`src/rtl/decoder_seq_pkg.sv`:
```
// -----------------------------------------------------------------------------
// decoder_seq_pkg
// Shared definitions for the ITABLE instruction sequencers.
//   seq_state_e     : M-cycle level state of a direct-address transfer
//   ITABLE_XPT_BASE : XPT value of the first T-state after the opcode fetch
//   seq_last_xpt()  : XPT value of the final T-state of an undelayed sequence
// -----------------------------------------------------------------------------
package decoder_seq_pkg;

   typedef enum logic [1:0] {
      ST_IDLE = 2'd0,
      ST_OPL  = 2'd1,
      ST_OPH  = 2'd2,
      ST_DATA = 2'd3
   } seq_state_e;

   localparam int unsigned ITABLE_XPT_BASE = 3;

   // Two operand M-cycles plus one M-cycle per data byte.
   function automatic longint unsigned seq_last_xpt(input int unsigned base,
                                                    input int unsigned bytes,
                                                    input int unsigned ts);
      return longint'(base) + longint'(2 + bytes) * longint'(ts) - 1;
   endfunction

endpackage

```
`src/rtl/seq_tstate_counter.sv`:
```
// -----------------------------------------------------------------------------
// seq_tstate_counter
// T-state counter for non-opcode M-cycles. Counts 0..TS_PER_M-1 while run is
// high and wraps; holds at T-state 1 while wait_n is low. Shared by the
// ITABLE sequencers.
// Ports:
//   clk      : system clock
//   reset    : synchronous, active-high
//   run      : registered "sequence active"; counter is cleared when low
//   wait_n   : active-low memory wait, only honoured at T-state 1
//   mphase   : one-hot T-state, all zero when not running
//   t_is_one : current T-state is index 1 (bus strobe slot)
//   last_t   : current T-state is the last one of the M-cycle
//   stall    : T-state 1 is being stretched this cycle
// -----------------------------------------------------------------------------
module seq_tstate_counter #(
   parameter int unsigned TS_PER_M = 3
) (
   input  logic                clk,
   input  logic                reset,
   input  logic                run,
   input  logic                wait_n,
   output logic [TS_PER_M-1:0] mphase,
   output logic                t_is_one,
   output logic                last_t,
   output logic                stall
);

   localparam int unsigned    T_W    = $clog2(TS_PER_M);
   localparam logic [T_W-1:0] T_ONE  = T_W'(1);
   localparam logic [T_W-1:0] T_LAST = T_W'(TS_PER_M - 1);

   logic [T_W-1:0] t_q;
   logic [T_W-1:0] t_d;

   // t_is_one and last_t come from registers only; stall is the one input path
   // and it never coincides with last_t because TS_PER_M >= 3.
   assign t_is_one = run && (t_q == T_ONE);
   assign last_t   = run && (t_q == T_LAST);
   assign stall    = t_is_one && !wait_n;

   always_comb begin
      mphase = '0;
      if (run) begin
         mphase = TS_PER_M'(1) << t_q;
      end
   end

   always_comb begin
      t_d = t_q;
      if (!run) begin
         t_d = '0;
      end else if (stall) begin
         t_d = t_q;
      end else if (last_t) begin
         t_d = '0;
      end else begin
         t_d = t_q + T_ONE;
      end
   end

   always_ff @(posedge clk) begin
      if (reset) begin
         t_q <= '0;
      end else begin
         t_q <= t_d;
      end
   end

endmodule

```
`src/rtl/ldnn_transfer_sequencer.sv`:
```
// -----------------------------------------------------------------------------
// ldnn_transfer_sequencer
// Sequences LD (nn),rr (store) and LD rr,(nn) (load) with DATA_BYTES data
// bytes: operand low fetch, operand high fetch, then one M-cycle per byte.
//
//   state   | meaning
//   --------+-----------------------------------------------------------
//   IDLE    | waiting for start; xpt parked at XPT_BASE
//   OPL     | fetch operand low byte from PC, latch into temp, bump PC
//   OPH     | fetch operand high byte from PC, latch into temp, bump PC
//   DATA    | move byte byte_index at temp nn + byte_index; done on last
//
// Ports:
//   clk, reset      : clock, synchronous active-high reset
//   start, is_load  : begin pulse from decoder, mode sampled with start
//   wait_n          : active-low memory wait (honoured at T-state 1 only)
//   busy, xpt       : sequence active, absolute T-state count
//   mphase          : one-hot T-state within the M-cycle
//   m_opl/m_oph/m_data, byte_index : current M-cycle and data byte
//   addr_sel_tmp    : address from temp (1) or PC (0)
//   mem_rd, mem_wr  : bus strobes
//   latch_opl/latch_oph/latch_data, pc_inc : datapath enables
//   done            : one-cycle completion strobe in the final T-state
// -----------------------------------------------------------------------------
module ldnn_transfer_sequencer
   import decoder_seq_pkg::*;
#(
   parameter int unsigned DATA_BYTES = 2,
   parameter int unsigned TS_PER_M   = 3,
   parameter int unsigned XPT_BASE   = ITABLE_XPT_BASE,
   parameter int unsigned XPT_W      = 5
) (
   input  logic                clk,
   input  logic                reset,
   input  logic                start,
   input  logic                is_load,
   input  logic                wait_n,
   output logic                busy,
   output logic [XPT_W-1:0]    xpt,
   output logic [TS_PER_M-1:0] mphase,
   output logic                m_opl,
   output logic                m_oph,
   output logic                m_data,
   output logic [1:0]          byte_index,
   output logic                addr_sel_tmp,
   output logic                mem_rd,
   output logic                mem_wr,
   output logic                latch_opl,
   output logic                latch_oph,
   output logic                latch_data,
   output logic                pc_inc,
   output logic                done
);

   if (DATA_BYTES < 1 || DATA_BYTES > 4) begin : g_bad_data_bytes
      $fatal(1, "ldnn_transfer_sequencer: DATA_BYTES must be 1..4");
   end
   if (TS_PER_M < 3 || TS_PER_M > 6) begin : g_bad_ts_per_m
      $fatal(1, "ldnn_transfer_sequencer: TS_PER_M must be 3..6");
   end
   if (XPT_W < 1 || XPT_W > 32) begin : g_bad_xpt_w
      $fatal(1, "ldnn_transfer_sequencer: XPT_W must be 1..32");
   end else if (seq_last_xpt(XPT_BASE, DATA_BYTES, TS_PER_M) >
                ((64'd1 << XPT_W) - 64'd1)) begin : g_xpt_too_narrow
      $fatal(1, "ldnn_transfer_sequencer: XPT_W too narrow for final xpt");
   end

   localparam logic [1:0]       BYTE_LAST = 2'(DATA_BYTES - 1);
   localparam logic [XPT_W-1:0] XPT_IDLE  = XPT_W'(XPT_BASE);
   localparam logic [XPT_W-1:0] XPT_ONE   = XPT_W'(1);

   seq_state_e       state_q, state_d;
   logic [1:0]       byte_q, byte_d;
   logic             mode_q, mode_d;
   logic [XPT_W-1:0] xpt_q, xpt_d;

   logic run;
   logic t_is_one;
   logic last_t;
   logic stall;

   assign run = (state_q != ST_IDLE);

   seq_tstate_counter #(
      .TS_PER_M (TS_PER_M)
   ) u_tstate (
      .clk      (clk),
      .reset    (reset),
      .run      (run),
      .wait_n   (wait_n),
      .mphase   (mphase),
      .t_is_one (t_is_one),
      .last_t   (last_t),
      .stall    (stall)
   );

   // Next-state logic
   always_comb begin
      state_d = state_q;
      byte_d  = byte_q;
      mode_d  = mode_q;
      xpt_d   = xpt_q;

      unique case (state_q)
         ST_IDLE: begin
            byte_d = '0;
            if (start) begin
               state_d = ST_OPL;
               mode_d  = is_load;
            end
         end
         ST_OPL: begin
            if (last_t) begin
               state_d = ST_OPH;
            end
         end
         ST_OPH: begin
            if (last_t) begin
               state_d = ST_DATA;
               byte_d  = '0;
            end
         end
         ST_DATA: begin
            if (last_t) begin
               if (byte_q == BYTE_LAST) begin
                  state_d = ST_IDLE;
                  byte_d  = '0;
               end else begin
                  byte_d = byte_q + 2'd1;
               end
            end
         end
         default: begin
            state_d = ST_IDLE;
            byte_d  = '0;
         end
      endcase

      // xpt parks at the base while idle and on the way back to idle, so the
      // first T-state of the next sequence already shows XPT_BASE.
      if (!run || state_d == ST_IDLE) begin
         xpt_d = XPT_IDLE;
      end else if (!stall) begin
         xpt_d = xpt_q + XPT_ONE;
      end
   end

   // Outputs decode registered state only.
   always_comb begin
      m_opl        = 1'b0;
      m_oph        = 1'b0;
      m_data       = 1'b0;
      byte_index   = '0;
      addr_sel_tmp = 1'b0;
      mem_rd       = 1'b0;
      mem_wr       = 1'b0;
      latch_opl    = 1'b0;
      latch_oph    = 1'b0;
      latch_data   = 1'b0;
      pc_inc       = 1'b0;
      done         = 1'b0;

      unique case (state_q)
         ST_OPL: begin
            m_opl     = 1'b1;
            mem_rd    = t_is_one;
            latch_opl = last_t;
            pc_inc    = last_t;
         end
         ST_OPH: begin
            m_oph     = 1'b1;
            mem_rd    = t_is_one;
            latch_oph = last_t;
            pc_inc    = last_t;
         end
         ST_DATA: begin
            m_data       = 1'b1;
            byte_index   = byte_q;
            addr_sel_tmp = 1'b1;
            if (mode_q) begin
               mem_rd     = t_is_one;
               latch_data = last_t;
            end else begin
               mem_wr = t_is_one;
            end
            done = last_t && (byte_q == BYTE_LAST);
         end
         default: begin
         end
      endcase
   end

   assign busy = run;
   assign xpt  = xpt_q;

   always_ff @(posedge clk) begin
      if (reset) begin
         state_q <= ST_IDLE;
         byte_q  <= '0;
         mode_q  <= 1'b0;
         xpt_q   <= XPT_IDLE;
      end else begin
         state_q <= state_d;
         byte_q  <= byte_d;
         mode_q  <= mode_d;
         xpt_q   <= xpt_d;
      end
   end

endmodule
```
`config.mk`:
```
export PLATFORM = sky130hd
export DESIGN_NAME = ldnn_transfer_sequencer
export DESIGN_NICKNAME = d
export VERILOG_FILES = /design/src/rtl/decoder_seq_pkg.sv /design/src/rtl/seq_tstate_counter.sv /design/src/rtl/ldnn_transfer_sequencer.sv
export SDC_FILE = /design/constraint.sdc
export NUM_CORES = 1
export LEC_CHECK = 0
export CORE_ASPECT_RATIO = 1.25
export CORE_MARGIN = 4
export CORE_UTILIZATION = 47
export CTS_CLUSTER_DIAMETER = 60
export CTS_CLUSTER_SIZE = 40
export DETAILED_ROUTE_END_ITERATION = 10
export GPL_ROUTABILITY_DRIVEN = 0
export PLACE_DENSITY = 0.89
export SLEW_MARGIN = 10
export SYNTH_ARGS = -nofsm -noshare
export SYNTH_HDL_FRONTEND = slang
export SYNTH_SLANG_ARGS = --single-unit
```
`constraint.sdc`:
```
create_clock -name clk -period 2.99 [get_ports clk]
set_input_delay 0.7475 -clock clk [delete_from_list [all_inputs] [get_ports clk]]
set_output_delay 0.7475 -clock clk [all_outputs]
set_load 0.01 [all_outputs]
```
==> summary.txt <==
synthesized cell area: 769 um^2
largest area contributor in the synthesized netlist: sky130_fd_sc_hd__dfxtp_1
maximum capacitance violations: 0
final setup skew: 0.00581 ns
residual overflow from global routing: 0
min-delay src: mode_q
DRC violations left: 0
hold path endpoint: mode_q
pin count of the biggest net entering global routing: 11
via total after detailed routing: 761
GRT busiest layer: met2
largest cells by area after synthesis: sky130_fd_sc_hd__dfxtp_1 (31%), sky130_fd_sc_hd__ha_1 (9.8%), sky130_fd_sc_hd__and2_1 (4.1%), sky130_fd_sc_hd__xor2_1 (3.4%), sky130_fd_sc_hd__nand2_1 (2.9%)
number of flops mapped to enable cells by yosys: 0
routing usage on met1: 24.6%
final max-slew violation count: 0
Crit Path Max Fanout: 7
remaining antenna violation count after routing: 0
Placement Rows: 16
clock buffer depth: 2
post-synthesis sequential area ratio: 31.2%
startpoint of the worst-slack reg-to-reg timing path: state_q[0]
PD cells: 308 nW/um^2
number of global-route vias before repair: 769
gate count of the mapped netlist: 85
setup total negative slack: 0 ns
initial antenna violation count: 0
met3 track utilization from global routing: 3.74%
critical path class: flip-flop to output port
clock-pin slew on the worst setup and hold paths: 0.08 ns
P&R area growth vs syn: 38.5%
Worst setup EP type: output port
io pins: 27
f_max: 0.352 GHz
depth of the CTS H-tree: 1
horizontal extent of the die: 44.2 um
post-detail-place hpwl: 1420 um
final core utilization: 68.3%
worst reg2reg endpoint: xpt[4]
Worst Path Required: 2.24 ns
fill cell instance count of the final layout: 136
area enclosed by the die boundary: 2350 um^2
run status: finished clean
met2 global-route usage: 33.0%
total placed cells including tap cells: 126
clock root buffer: sky130_fd_sc_hd__clkbuf_4
setup slack of the most critical reg-to-reg path: 1.03 ns
core outline area: 1560 um^2
finished layout cell area: 1070 um^2
clk_lat worst skew: 0.27 ns
Register-to-Register Path Depth: 6
effective utilization at floorplan: 49.3%
Avg Inst Size Synth: 9.05 um^2
routed wire length: 1920 um
vias per cell: 5.90
die height: 53.2 um
worst hold-check path type: flip-flop to flip-flop
number of nets in the layout: 124
count of warnings emitted by yosys: 0
syn nets: 96
Netlist cell types: 40
Placed Instance Area: 1040 um^2
Arr. time, crit path: 2.09 ns
final hold slack: 0.491 ns
final setup violating endpoints: 0
number of cells on the worst hold path: 2
final number of hold-violating endpoints: 0
total iterations of the first detailed-routing run: 5
slew at the pin closest to its max-slew limit: 0.383 ns
cell leakage power: 0.430 nW
synth cell count leaders: sky130_fd_sc_hd__dfxtp_1 (12), sky130_fd_sc_hd__ha_1 (6), sky130_fd_sc_hd__nand2_1 (6)
Tmin final: 2.84 ns
post-route clock period utilization: 95.0%
crit path launch type: flip-flop
proportion of register bits with asynchronous set or reset after synthesis: 0%
Synth Flop Type: sky130_fd_sc_hd__dfxtp_1
most frequent cell after synthesis: sky130_fd_sc_hd__dfxtp_1
share of final-layout standard cells stronger than drive strength 1: 12.6%
Buffers on Ports: 26
First DRT Iteration DRCs: 9
GRT Util Overall: 19.5%
register bit total from synthesis: 12
RSZ-0062 raised after global routing: false
total clock sinks: 12
CTS tree: built
non-filler instance count after layout: 129
number of buffers created by CTS: 3
routed wirelength normalized by instance count: 14.9 um
slew margin rel.: 73.8%
global-route wire length before repair: 3510 um
diode insertion count for antenna repair: 0
maximum vdd drop: 0.187 mV
top-area cell type share of the netlist area: 31.2%
## placed cells by master, fill, tap and decap left out, drive strengths merged, types with 2 or more instances in the layout
master and n:
buf 2, dfxtp 12, ha 6, clkbuf 3, nor2 4, o21a 2
o21ai 3, a21oi 3, nand2 6, clkdlybuf4s50 25, a31oi 2, nor4 3
nand3b 2, inv 4, nor3b 3, xor2 3, nand4 2, nand3 2
and2 6
## state kept, by name, indices dropped and copies added, names as in the netlist
name          count
byte_q            2
state_q           2
xpt               5
u_tstate.t_q      2
mode_q            1
## critical path, stage by stage, from the launching register on
cell,delay [ns]
sky130_fd_sc_hd__dfxtp_2,0.40
sky130_fd_sc_hd__inv_1,0.11
sky130_fd_sc_hd__ha_1,0.30
sky130_fd_sc_hd__nor3b_4,0.29
sky130_fd_sc_hd__and3b_1,0.20
sky130_fd_sc_hd__clkdlybuf4s50_1,0.53
## report_power, final
group | switching (mW) | internal (mW) | leakage, nW
logic | 0.0292 | 0.0300 | 0.318
clock network | 0.0516 | 0.0465 | 0.0138
registers | 0.00688 | 0.165 | 0.0983
total | 0.0877 | 0.241 | 0.430
## metrics by stage
stage          setup WS (ns)  power (mW)
6_report               0.150       0.329
5_1_grt               0.0253       0.343
4_1_cts               0.0226       0.328
3_5_place_dp           0.239       0.233
3_3_place_gp           0.290       0.231
2_1_floorplan          0.598       0.208
## logic make-up after synthesis
| group | synth area share, % |
|---|---|
| AOI/OAI and AO/OA | 14.8 |
| xor gates and xnor gates | 4.55 |
| adders and majority gates | 9.76 |
| buffers and inverters | 6.02 |
| DFF | 31.2 |
| muxes | 2.76 |
| and+or+nand+nor | 30.9 |
## routing by layer
metal	wire length, um	vias to the layer above	part of all wire (%)
li1	-	359	-
met1	798	359	42
met2	953	41	50
met3	158	2	8.2
met4	10	0	0.52
met5	0	-	0
## area by class of cell
class	instances	area, um^2	share of cell area (%)
Clock buffer	3	22.5	2.11
Inverter	4	15.0	1.41
Multi-Input combinational cell	64	485	45.5
Sequential cell	12	243	22.8
Tap cell	18	22.5	2.11
Timing Repair Buffer	28	278	26.1
## worst max-delay path by stage
stage / endpoint / cells past startpoint / slack, ns / start
after floorplan: mem_wr / 5 / 0.60 / state_q[0]
after global placement: mem_wr / 5 / 0.29 / state_q[0]
after detailed placement: mem_wr / 5 / 0.24 / state_q[0]
after CTS: mem_wr / 5 / 0.02 / state_q[0]
after global routing: latch_data / 5 / 0.03 / state_q[0]
final: done / 5 / 0.15 / state_q[0]
## what timing repair did
| item | 4_1_cts | 5_1_grt |
|---|---|---|
| endpoints found under the setup margin | 1 | 4 |
| pin swaps | 0 | 0 |
| hold buffers | 0 | 0 |
| setup buffers | 0 | 0 |
| resized for setup | 2 | 2 |
Note: power is estimated with default switching activity, not from simulation.
